==> src/rtl/alu_pkg.sv <==
// Shared opcode set, default sizing and decode helpers for the execute datapath.
package alu_pkg;

    localparam int DEF_DATA_W = 4;
    localparam int DEF_GPR_AW = 4;

    typedef enum logic [3:0] {
        OP_ADD_A   = 4'h0,
        OP_MOV_A_B = 4'h1,
        OP_IN_A    = 4'h2,
        OP_MOV_A   = 4'h3,
        OP_MOV_B_A = 4'h4,
        OP_ADD_B   = 4'h5,
        OP_IN_B    = 4'h6,
        OP_MOV_B   = 4'h7,
        OP_OUT_B   = 4'h8,
        OP_OUT_IMM = 4'h9,
        OP_ST      = 4'hA,
        OP_LD      = 4'hB,
        OP_SUB_A   = 4'hC,
        OP_CMP_A   = 4'hD,
        OP_NOP_E   = 4'hE,
        OP_NOP_F   = 4'hF
    } opcode_t;

    // Ops whose adder result updates the carry/zero flags.
    function automatic logic is_flag_op(input opcode_t op);
        return op inside {OP_ADD_A, OP_MOV_A_B, OP_IN_A, OP_MOV_B_A,
                          OP_ADD_B, OP_IN_B, OP_SUB_A, OP_CMP_A};
    endfunction

    // Ops that consume the external input port.
    function automatic logic is_in_op(input opcode_t op);
        return op inside {OP_IN_A, OP_IN_B};
    endfunction

endpackage

==> src/rtl/alu_core_p_if.sv <==
// Instruction, input-port and output-port handshake bundle of the execute stage.
interface alu_core_p_if #(
    parameter int DATA_W = alu_pkg::DEF_DATA_W
);
    logic              instr_valid;
    logic [DATA_W+3:0] D_BUS;
    logic [DATA_W-1:0] in_port;
    logic              in_valid;
    logic              in_ready;
    logic              stall;
    logic [DATA_W-1:0] out_port;
    logic              out_valid;

    // Upstream / environment side: drives instructions and input data.
    modport master (
        output instr_valid, D_BUS, in_port, in_valid,
        input  in_ready, stall, out_port, out_valid
    );

    // Execute stage side.
    modport slave (
        input  instr_valid, D_BUS, in_port, in_valid,
        output in_ready, stall, out_port, out_valid
    );
endinterface

==> src/rtl/alu_core_p_gpr_file.sv <==
// General-purpose register file: synchronous reset and write, asynchronous read.
module gpr_file #(
    parameter int DATA_W = alu_pkg::DEF_DATA_W,
    parameter int GPR_AW = alu_pkg::DEF_GPR_AW
) (
    input  logic              clock,
    input  logic              reset,
    input  logic              we,
    input  logic [GPR_AW-1:0] waddr,
    input  logic [DATA_W-1:0] wdata,
    input  logic [GPR_AW-1:0] raddr,
    output logic [DATA_W-1:0] rdata
);
    localparam int unsigned DEPTH = 1 << GPR_AW;

    logic [DATA_W-1:0] mem [DEPTH];

    // Clear every entry on reset, otherwise write one entry when enabled.
    always_ff @(posedge clock) begin
        if (reset) begin
            mem <= '{default: '0};
        end else if (we) begin
            mem[waddr] <= wdata;
        end
    end

    assign rdata = mem[raddr];

endmodule

==> src/rtl/alu_core_p.sv <==
// Execute datapath: instruction decode, shared adder, A/B/out registers and flags.
module alu_core_p
    import alu_pkg::*;
#(
    parameter int DATA_W = DEF_DATA_W,
    parameter int GPR_AW = DEF_GPR_AW
) (
    input  logic              clock,
    input  logic              reset,
    alu_core_p_if.slave       bus,
    output logic              cflag,
    output logic              zflag,
    output logic [DATA_W-1:0] A_reg_out,
    output logic [DATA_W-1:0] B_reg_out
);
    opcode_t           op;
    logic [DATA_W-1:0] imm;
    logic              fire;
    logic              in_op;

    logic [DATA_W-1:0] a_q, b_q, out_q;
    logic              c_q, z_q, ov_q;

    logic [DATA_W-1:0] add_x, add_y;
    logic              add_sub;
    logic [DATA_W:0]   sum;
    logic [DATA_W-1:0] result;
    logic              c_new;

    logic              gpr_we;
    logic [GPR_AW-1:0] gpr_addr;
    logic [DATA_W-1:0] gpr_rdata;

    assign op    = opcode_t'(bus.D_BUS[DATA_W+3:DATA_W]);
    assign imm   = bus.D_BUS[DATA_W-1:0];
    assign in_op = is_in_op(op);

    assign bus.stall    = bus.instr_valid && in_op && !bus.in_valid;
    assign fire         = bus.instr_valid && !bus.stall;
    assign bus.in_ready = fire && in_op;

    // Select adder operands; subtract/compare use A + ~imm + 1.
    always_comb begin
        add_x   = '0;
        add_y   = imm;
        add_sub = 1'b0;
        case (op)
            OP_ADD_A, OP_MOV_B_A:          add_x = a_q;
            OP_MOV_A_B, OP_ADD_B, OP_OUT_B: add_x = b_q;
            OP_IN_A, OP_IN_B:              add_x = bus.in_port;
            OP_SUB_A, OP_CMP_A: begin
                add_x   = a_q;
                add_y   = ~imm;
                add_sub = 1'b1;
            end
            default: ;
        endcase
    end

    assign sum    = {1'b0, add_x} + {1'b0, add_y} + {{DATA_W{1'b0}}, add_sub};
    assign result = sum[DATA_W-1:0];
    // Carry-out of the subtract form is the inverse of borrow.
    assign c_new  = add_sub ? ~sum[DATA_W] : sum[DATA_W];

    assign gpr_we   = fire && (op == OP_ST);
    assign gpr_addr = imm[GPR_AW-1:0];

    gpr_file #(
        .DATA_W(DATA_W),
        .GPR_AW(GPR_AW)
    ) u_gpr (
        .clock (clock),
        .reset (reset),
        .we    (gpr_we),
        .waddr (gpr_addr),
        .wdata (b_q),
        .raddr (gpr_addr),
        .rdata (gpr_rdata)
    );

    // Architectural register update for the fired instruction; reset has priority.
    always_ff @(posedge clock) begin
        if (reset) begin
            a_q   <= '0;
            b_q   <= '0;
            out_q <= '0;
            c_q   <= 1'b0;
            z_q   <= 1'b0;
            ov_q  <= 1'b0;
        end else begin
            ov_q <= 1'b0;
            if (fire) begin
                case (op)
                    OP_ADD_A, OP_MOV_A_B, OP_IN_A, OP_SUB_A: a_q <= result;
                    OP_MOV_A:                                a_q <= imm;
                    OP_MOV_B_A, OP_ADD_B, OP_IN_B:           b_q <= result;
                    OP_MOV_B:                                b_q <= imm;
                    OP_LD:                                   b_q <= gpr_rdata;
                    OP_OUT_B: begin
                        out_q <= result;
                        ov_q  <= 1'b1;
                    end
                    OP_OUT_IMM: begin
                        out_q <= imm;
                        ov_q  <= 1'b1;
                    end
                    default: ;
                endcase
                if (is_flag_op(op)) begin
                    c_q <= c_new;
                    z_q <= (result == '0);
                end
            end
        end
    end

    assign A_reg_out     = a_q;
    assign B_reg_out     = b_q;
    assign bus.out_port  = out_q;
    assign bus.out_valid = ov_q;
    assign cflag         = c_q;
    assign zflag         = z_q;

endmodule

==> src/flat_wrapper.sv <==
// flat-port wrapper written by rule: the top's interface ports become plain ports
module alu_core_p_flat import alu_pkg::*;
#(
    parameter int DATA_W = DEF_DATA_W,
    parameter int GPR_AW = DEF_GPR_AW
)
  (clock, reset, cflag, zflag, A_reg_out, B_reg_out, bus_instr_valid, bus_D_BUS, bus_in_port, bus_in_valid, bus_in_ready, bus_stall, bus_out_port, bus_out_valid);
  alu_core_p_if #(.DATA_W(DATA_W)) bus_i ();
  input  logic clock;
  input  logic reset;
  output logic cflag;
  output logic zflag;
  output logic [DATA_W-1:0] A_reg_out;
  output logic [DATA_W-1:0] B_reg_out;
  input wire logic [$bits(bus_i.instr_valid)-1:0] bus_instr_valid;
  input wire logic [$bits(bus_i.D_BUS)-1:0] bus_D_BUS;
  input wire logic [$bits(bus_i.in_port)-1:0] bus_in_port;
  input wire logic [$bits(bus_i.in_valid)-1:0] bus_in_valid;
  output wire logic [$bits(bus_i.in_ready)-1:0] bus_in_ready;
  output wire logic [$bits(bus_i.stall)-1:0] bus_stall;
  output wire logic [$bits(bus_i.out_port)-1:0] bus_out_port;
  output wire logic [$bits(bus_i.out_valid)-1:0] bus_out_valid;
  assign bus_i.instr_valid = bus_instr_valid;
  assign bus_i.D_BUS = bus_D_BUS;
  assign bus_i.in_port = bus_in_port;
  assign bus_i.in_valid = bus_in_valid;
  assign bus_in_ready = bus_i.in_ready;
  assign bus_stall = bus_i.stall;
  assign bus_out_port = bus_i.out_port;
  assign bus_out_valid = bus_i.out_valid;
  alu_core_p #(.DATA_W(DATA_W), .GPR_AW(GPR_AW)) u_core (.clock(clock), .reset(reset), .bus(bus_i), .cflag(cflag), .zflag(zflag), .A_reg_out(A_reg_out), .B_reg_out(B_reg_out));
endmodule
==> config.mk <==
export PLATFORM = sky130hd
export DESIGN_NAME = alu_core_p_flat
export DESIGN_NICKNAME = d
export VERILOG_FILES = /design/src/rtl/alu_pkg.sv /design/src/rtl/alu_core_p_if.sv /design/src/rtl/alu_core_p_gpr_file.sv /design/src/rtl/alu_core_p.sv /design/src/flat_wrapper.sv
export SDC_FILE = /design/constraint.sdc
export NUM_CORES = 1
export LEC_CHECK = 0
export BUFFER_PORTS_ARGS = -buffer_cell sky130_fd_sc_hd__buf_4
export CELL_PAD_IN_SITES_DETAIL_PLACEMENT = 1
export CELL_PAD_IN_SITES_GLOBAL_PLACEMENT = 1
export CORE_MARGIN = 2
export CORE_UTILIZATION = 43
export CTS_BUF_LIST = sky130_fd_sc_hd__clkbuf_4 sky130_fd_sc_hd__clkbuf_8
export CTS_CLUSTER_SIZE = 25
export DETAILED_ROUTE_END_ITERATION = 7
export HOLD_SLACK_MARGIN = 0.08
export PLACE_DENSITY_LB_ADDON = 0.1
export SLEW_MARGIN = 20
export SYNTH_ARGS = -nofsm -noshare
export SYNTH_HDL_FRONTEND = slang
export SYNTH_SLANG_ARGS = --single-unit
==> constraint.sdc <==
create_clock -name clock -period 2.2 [get_ports clock]
set_input_delay 0.22 -clock clock [delete_from_list [all_inputs] [get_ports clock]]
set_output_delay 0.22 -clock clock [all_outputs]
set_load 0.01 [all_outputs]
After elaboration in Yosys (flattened, before gate mapping) --
Cells that the tools add are included.
Storage, ports and cells: register bits after elaboration 79, output and inout port bits 17, input bits 16
Cells by class: muxes and demuxes 14, reduce and logical (&&, ||, !) cells 27, add/sub/neg operators 2, bitwise logic cells 4, eq/ne operators 13, $lt $le $gt $ge 2
Operator list (number):
- $bwmux 64 | 1
- $eq 4x4->1 const B | 6
- $pmux 4 s3 | 2
- $bmux 4 s4 | 1
- $demux 4 s4 | 1
- $eq 4x3->1 const B | 4
- $mux 4 | 4
- $pmux 4 s2 | 2
- $eq 4x2->1 const B | 2
- $logic_not 4->1 | 2
- $reduce_and 2->1 | 4
- $reduce_bool 8->1 | 1
- $reduce_or 2->1 | 4
- $reduce_or 4->1 | 2
- $logic_and 1x1->1 | 6
- $reduce_bool 2->1 | 3
- $reduce_or 3->1 | 2
- $add 4x4->5 | 1
- $add 5x1->5 | 1
- $ge 5x5->1 const B | 1
- $lt 5x1->1 const B | 1
- $not 4->5 | 1
- $eq 4x1->1 const B | 1
- $not 4->4 | 1
- 4 further kinds | 8

Logic depth before layout (Yosys ltp) --
Gate-level depths: netlist of the first run.
depth after elaboration 8, mapped depth 11, gate-level depth less buffers 10

Cells and area by module --
From an unflattened synthesis of the first run, not the netlist that was laid out.
Unflattened totals: cell total of the unflattened synthesis 523, area total of the unflattened synthesis 4355.4 um^2
By module, submodules not included:
- gpr_file | instances 1, area each 3066.7 um^2, sequential area each 1281.2 um^2, cells each 349
- alu_core_p | instances 1, area each 1288.7 um^2, sequential area each 300.3 um^2, cells each 174

Worst setup path before layout of the first run --
Ideal clock, no wire load.
kind input -> register, from input bus_D_BUS[4], to register u_core.b_q[3], in the netlist u_core.B_reg_out[3], stages 10, buffers on the path 0, path slack -0.117 ns, data arrival time 2.183 ns, cells stage by stage or3b_1 -> a21oi_1 -> a222oi_1 -> inv_1 -> ha_1 -> a21oi_1 -> nand3b_1 -> or4_4 -> nand4_1 -> a211oi_2
Between the ends: cells in the longest elaborated chain, start to end 7, elaborated cells between the ends (all ways) 29
RTL lines:
- start, declared | RTL line flat_wrapper.sv:16 | input wire logic [$bits(bus_i.D_BUS)-1:0] bus_D_BUS;
- parallel branches: the longest is 7 deep, another holds $add 4x4->5
- end signal, assigned | RTL line alu_core_p.sv:96 | OP_MOV_B_A, OP_ADD_B, OP_IN_B: b_q <= result;
- end signal, assigned | RTL line alu_core_p.sv:97 | OP_MOV_B: b_q <= imm;
- end signal, assigned | RTL line alu_core_p.sv:98 | OP_LD: b_q <= gpr_rdata;
- end, declared | RTL line alu_core_p.sv:21 | logic [DATA_W-1:0] a_q, b_q, out_q;
Parallel ways; which one is timed is not known. A chain may end at the register's enable or synchronous reset.

Final worst setup path of the first run --
from register u_core.b_q[2], in the netlist u_core.B_reg_out[2], to register u_core.z_q, in the netlist u_core.zflag
Between the ends: cells in the longest elaborated chain, start to end 4
RTL lines:
- $pmux 4 s3 | RTL line alu_core_p.sv:47 | case (op)
- $add 4x4->5 | RTL line alu_core_p.sv:60 | assign sum = {1'b0, add_x} + {1'b0, add_y} + {{DATA_W{1'b0}}, add_sub};
- $add 5x1->5 | RTL line alu_core_p.sv:60
- $logic_not 4->1 | RTL line alu_core_p.sv:111 | z_q <= (result == '0);
- end signal, assigned | RTL line alu_core_p.sv:111
- end, declared | RTL line alu_core_p.sv:22 | logic c_q, z_q, ov_q;
Every way passes these cells.

==> results of run 1 <==
-- cells by family after synthesis --
family | Yosys count | synth area share [%]
simple gates | 165 | 20.6
compound gates | 128 | 17.8
flops | 79 | 37.4
mux | 50 | 16.6
buf+inv | 49 | 5.29
xor+xnor | 5 | 1.04
fa+ha+maj | 4 | 1.36
-- worst paths after layout --
check	cells past startpoint	end	slack [ps]	start
max	8	u_core.zflag	0.4	u_core.B_reg_out[2]
min	3	u_core.bus.out_valid	280	bus_instr_valid
max reg2reg	8	u_core.zflag	0.4	u_core.B_reg_out[2]
min reg2reg	2	u_core.bus.out_port[0]	460	u_core.bus.out_port[0]
-- worst max-delay path: stages (launching register included) --
cell	delay (ps)
sky130_fd_sc_hd__dfxtp_2	340
sky130_fd_sc_hd__a222oi_1	390
sky130_fd_sc_hd__inv_1	140
sky130_fd_sc_hd__ha_4	320
sky130_fd_sc_hd__nand2_4	60
sky130_fd_sc_hd__o21bai_4	160
sky130_fd_sc_hd__a22oi_2	270
sky130_fd_sc_hd__nand3_4	130
sky130_fd_sc_hd__a32o_1	280
-- sequential cells by signal, summed over array words and instances, names as in the netlist --
| register | cells |
|---|---|
| u_core.A_reg_out | 4 |
| u_core.zflag | 1 |
| u_core.B_reg_out | 4 |
| u_core.bus.out_port | 4 |
| u_core.bus.out_valid | 1 |
| u_core.cflag | 1 |
| u_core.u_gpr.mem | 64 |
-- metrics by stage --
step	TNS [ps]	util [%]	instance area, um^2	cells
floorplan	0	-	4240	480
global placement	-2310	49.6	4780	646
detailed placement	-2740	49.6	4780	646
CTS	0	52.2	5030	662
global route	-371	53.0	5110	662
finish	0	53.0	5110	662
-- metal layers --
metal,vias to the layer above,routed length (um)
met2,87,6430
met1,1862,5680
met5,-,0
met3,22,529
li1,1804,-
met4,0,304
-- final cells by class --
class / count / area, um^2
inverters: 8 / 30.0
fillers: 1168 / 4530
repair buffers: 74 / 568
well taps: 133 / 166
clock inverters: 5 / 104
flip-flops and latches: 79 / 1580
clock buffers: 11 / 145
multi-input cells: 352 / 2510
-- synthesized netlist by cell type (all sizes together) (2+ instances only) --
master	n	area, um^2
o22a	2	17.5
clkbuf	25	93.8
a222oi	3	30.0
mux4	16	360
and4bb	3	37.5
buf	16	100
o21ai	39	195
a21oi	56	284
nand3	11	65.1
nor2b	3	21.3
o21a	2	16.3
a211oi	4	40.0
a311oi	2	17.5
inv	7	26.3
o31ai	3	22.5
nand4	4	31.3
mux2i	34	340
ha	3	37.5
or4	2	22.5
and2	2	15.0
nand4b	2	30.0
a22oi	3	22.5
xnor2	5	43.8
a31oi	3	18.8
nor3b	2	20.0
nand2b	9	56.3
o22ai	2	12.5
o21bai	2	15.0
nand3b	6	52.6
nand2	57	216
nor2	54	203
nor3	4	53.8
or2	2	12.5
dfxtp	79	1580
-- power by group --
| group | switching [mW] | internal, mW |
|---|---|---|
| Sequential | 0.0113 | 1.44 |
| Combinational | 0.304 | 0.216 |
| Clock | 0.554 | 0.801 |
| Total | 0.869 | 2.46 |
-- what timing repair did --
item / in CTS / in global routing
pin swaps: 0 / 12
buffers inserted: 0 / 0
resized for setup: 1 / 12
endpoints found under the setup margin: 1 / 9
==> flow_summary.json, run 1 <==
{
  "netlist_area_um2": 4230,
  "layout-drive-gt1-share_pct": 27.0,
  "dieArea_um2": 10600,
  "grt_util_met2_pct": 44.2,
  "grt_pass1_vias": 3817,
  "cts_root_buffer": "sky130_fd_sc_hd__clkbuf_8",
  "worst_slew_margin_rel_pct": 50.7,
  "htreeDepth": 3,
  "grt-busiest-layer": "met2",
  "routed_wire_length_per_instance_um": 19.6,
  "synth_area_per_cell_um2": 8.81,
  "yosysSeqAreaShare_pct": 37.4,
  "pre_cts_slack_ps": -382,
  "ys.flop_type": "sky130_fd_sc_hd__dfxtp_1",
  "final-max-slew-violation-count": 0,
  "required_ps": 2440,
  "worst_skew_pair.late_latency_ps": 350,
  "synth_enable_flop_cells": 0,
  "core_area_um2": 9640,
  "drt_iter0_drc": 113,
  "power_density_nw_per_um2": 652,
  "setup_violations": 0,
  "grt_overflow": 0,
  "cts_tree": "done",
  "io_buf_count": 32,
  "die_height_um": 103,
  "totalPowerFinal_mw": 3.33,
  "final_net_count": 544,
  "groute.usage.overall_pct": 25.0,
  "area.growth.synth_to_final_pct": 20.7,
  "synth.yosys.warnings": 0,
  "cts.reportedPaths.clkPinSlew_ps": 90,
  "fin_ws_ps": 0.363,
  "number_of_buffers_created_by_cts": 9,
  "final_period_minus_worst_setup_slack_ps": 2200,
  "grt_start_max_net_pins": 66,
  "initial_core_util_pct": 43.9,
  "peakVddDrop_v": 0.000353,
  "hold_path_class": "input port to flop",
  "use_met3_pct": 3.29,
  "setup.worst_path.start_class": "flop",
  "post_synth_num_cell_types": 63,
  "antenna_cells_inserted": 0,
  "final.hold.worst_slack_ps": 284,
  "ant_nets": 0,
  "gp_congestion": 0.871,
  "crit_fanout": 3,
  "max_cap_viol_count": 0,
  "clock_path_buffers": 2,
  "dr.pass1.iters": 4,
  "cts.sink_count": 79,
  "timing.clock.skew_ps": 10.5,
  "final_hold_viol_count": 0,
  "nature_of_the_critical_path_endpoint": "flop",
  "synthesis.instances": 480,
  "detail_route.drc_violations": 0,
  "timing.critical_path.arrival_ps": 2440,
  "grt_first_pass_wirelength_um": 20400,
  "vias_per_cell": 5.70,
  "path_class": "flop to flop",
  "grt_setup_unrepaired": "yes",
  "antenna_found_initial": 0,
  "top_library_cells_by_usage_in_the_layout_fill_and_taps_aside": "sky130_fd_sc_hd__dfxtp_1 (78), sky130_fd_sc_hd__buf_4 (73), sky130_fd_sc_hd__nand2_1 (55)",
  "cts-hold-fix-buffers": 0,
  "post_synthesis_async_set_or_reset_flop_share_pct": 0,
  "dp_hpwl_um": 9140,
  "power_leakage_nw": 1.96,
  "fp.dieW_um": 103,
  "met1_capacity_usage_during_global_routing_pct": 31.9,
  "num_vias": 3775,
  "fin_crit_sh_pct": 100,
  "design.portCount": 33,
  "synth-seq-cells": 79,
  "syn-num-nets": 500,
  "finalWirelength_um": 12900,
  "timing.fmax_mhz": 455,
  "run_status": "finished, final reports clean",
  "worstMarginPinSlew_ps": 740,
  "most_common_cell_after_layout_fill_and_taps_aside": "sky130_fd_sc_hd__dfxtp_1",
  "fp-row-count": 36
}
(Power assumes the default switching activity.)
==> run 2: changes to the inputs <==
--- a/config.mk
+++ b/config.mk
@@ -14,7 +14,7 @@
 export CTS_CLUSTER_SIZE = 25
 export DETAILED_ROUTE_END_ITERATION = 7
 export HOLD_SLACK_MARGIN = 0.08
-export PLACE_DENSITY_LB_ADDON = 0.1
+export PLACE_DENSITY = 0.77
 export SLEW_MARGIN = 20
 export SYNTH_ARGS = -nofsm -noshare
 export SYNTH_HDL_FRONTEND = slang
==> run 2 against run 1 <==
Clock skew is 4.2 ps lower. Final cell count is 0.15% higher. Register-to-register slack better by 20 ps. Sequential power hardly changed. Die area stayed put. Core utilization is 0.55 points lower. Maximum frequency is 0.96% higher. Sequential cell count stayed put. Wire length is 2.1% lower. Worst hold slack worse by 25 ps.
==> flow_summary.json, run 2 (same netlist as run 1, synthesis figures left out) <==
{
  "run_status": "finished, final reports clean",
  "final_hold_viol_count": 0,
  "wl_met1_um": 5840,
  "routed_wire_length_per_instance_um": 19.1,
  "timing.critical_path.arrival_ps": 2440,
  "design.portCount": 33,
  "crit_end": "u_core.zflag",
  "worstMarginPinSlew_ps": 563,
  "number_of_buffers_created_by_cts": 9,
  "cts.reportedPaths.clkPinSlew_ps": 90,
  "grt_overflow": 0,
  "totalPowerFinal_mw": 2.98,
  "num_vias": 3774,
  "met3_wirelength_um": 473,
  "setup.worst_path.start_class": "flop",
  "worst-r2r-cell-count": 8,
  "antenna_cells_inserted": 0,
  "cts-hold-fix-buffers": 0,
  "most_common_cell_after_layout_fill_and_taps_aside": "sky130_fd_sc_hd__dfxtp_1",
  "gp_congestion": 0.841,
  "path_cells": "a222oi_1 -> inv_1 -> ha_4 -> nand2_4 -> o21bai_4 -> a22oi_2 -> nand3_4 -> a32o_1",
  "antenna_found_initial": 0,
  "required_ps": 2460,
  "crit_slowest_cell": "sky130_fd_sc_hd__a222oi_1",
  "cts.sink_count": 79,
  "top_register": "u_core.u_gpr.mem",
  "final-max-slew-violation-count": 0,
  "worst_slew_margin_rel_pct": 62.5,
  "dp_hpwl_um": 9080,
  "worst_skew_pair.late_latency_ps": 360,
  "met2_length_um": 6200,
  "worst-r2r-setup-slack_ps": 20,
  "peakVddDrop_v": 0.000252,
  "cts_tree": "done",
  "grt_start_max_net_pins": 44,
  "dr.pass1.iters": 4,
  "area.growth.synth_to_final_pct": 19.5,
  "max_cap_viol_count": 0,
  "top_layer_used": "met4",
  "core_area_um2": 9640,
  "nature_of_the_critical_path_endpoint": "flop",
  "timing.clock.skew_ps": 6.34,
  "crit-reg2reg-capture": "u_core.zflag",
  "final_net_count": 545,
  "clock_path_buffers": 2,
  "fp.dieW_um": 103,
  "vias_per_cell": 5.69,
  "grt_first_pass_wirelength_um": 20000,
  "hold_path_class": "input port to flop",
  "critical_path.startpoint": "u_core.B_reg_out[1]",
  "top_library_cells_by_usage_in_the_layout_fill_and_taps_aside": "sky130_fd_sc_hd__dfxtp_1 (77), sky130_fd_sc_hd__buf_4 (73), sky130_fd_sc_hd__nand2_1 (55)",
  "dieArea_um2": 10600,
  "groute.usage.overall_pct": 24.5,
  "timing.fmax_mhz": 459,
  "io_buf_count": 32,
  "initial_core_util_pct": 43.9,
  "layout-drive-gt1-share_pct": 27.7,
  "power_density_nw_per_um2": 590,
  "cts_root_buffer": "sky130_fd_sc_hd__clkbuf_8",
  "htreeDepth": 3,
  "worst_r2r_startpoint": "u_core.B_reg_out[1]",
  "finalWirelength_um": 12700,
  "detail_route.drc_violations": 0,
  "totalNegativeSetupSlack_ps": 0,
  "ant_nets": 0,
  "power_leakage_nw": 1.93,
  "fin_crit_sh_pct": 99.0,
  "crit_fanout": 3,
  "setup_violations": 0,
  "path_class": "flop to flop",
  "die_height_um": 103,
  "largest_register_ff_count": 64,
  "final_period_minus_worst_setup_slack_ps": 2180,
  "largest_incremental_delay_on_the_critical_path_ps": 380,
  "drt_iter0_drc": 172,
  "final.hold.worst_slack_ps": 259,
  "grt_pass1_vias": 3782,
  "grt_setup_unrepaired": "yes",
  "fp-row-count": 36
}
[run 2: layout make-up]
| class | count | area [um^2] |
|---|---|---|
| multi-input cells | 352 | 2520 |
| flip-flops and latches | 79 | 1580 |
| fillers | 1164 | 4590 |
| well taps | 133 | 166 |
| clock buffers | 9 | 124 |
| clock inverters | 7 | 47.5 |
| repair buffers | 75 | 579 |
| inverters | 8 | 30.0 |
[run 2: how the worst min path moves through the flow]
| stage | slack [ps] | endpoint | cells after the start | from |
|---|---|---|---|---|
| detailed placement | 460 | u_core.u_gpr.mem[62] | 2 | u_core.u_gpr.mem[62] |
| global placement | 440 | u_core.bus.out_port[2] | 2 | u_core.bus.out_port[2] |
| CTS | 250 | u_core.bus.out_valid | 3 | bus_instr_valid |
| global route | 280 | u_core.bus.out_valid | 3 | bus_instr_valid |
| floorplan | 430 | u_core.u_gpr.mem[60] | 2 | u_core.u_gpr.mem[60] |
| finish | 260 | u_core.bus.out_valid | 3 | bus_instr_valid |
[run 2: critical path, delay by kind of cell, from the launching register on]
family | cells | cell delay (ps)
compound gates | 4 | 1090
fa+ha+maj | 1 | 310
buf+inv | 1 | 170
flops | 1 | 350
simple gates | 2 | 180
[run 2: timing repair]
item,in CTS,in global routing
resized for setup,2,15
buffers inserted,0,1
pin swaps,0,13
setup endpoints to repair,1,6
[run 2: metrics by stage]
step | setup WS [ps] | std cells | util [%] | instance area [um^2]
final | 21.3 | 663 | 52.4 | 5050
after detailed placement | -367 | 646 | 49.6 | 4780
after floorplan | 15.0 | 480 | - | 4240
after CTS | 36.0 | 662 | 51.5 | 4960
after global routing | -54.3 | 663 | 52.4 | 5050
after global placement | -202 | 646 | 49.6 | 4780
[run 2: power breakdown]
part	internal [mW]	switching (mW)
logic	0.229	0.302
registers	1.44	0.0130
clock network	0.409	0.583
total	2.08	0.898
[run 2: metal layers]
layer / GRT usage [%] / vias to the layer above
met5: 0 / -
met4: 6.58 / 0
met3: 3.70 / 13
met2: 41.5 / 73
met1: 32.9 / 1873
li1: - / 1815
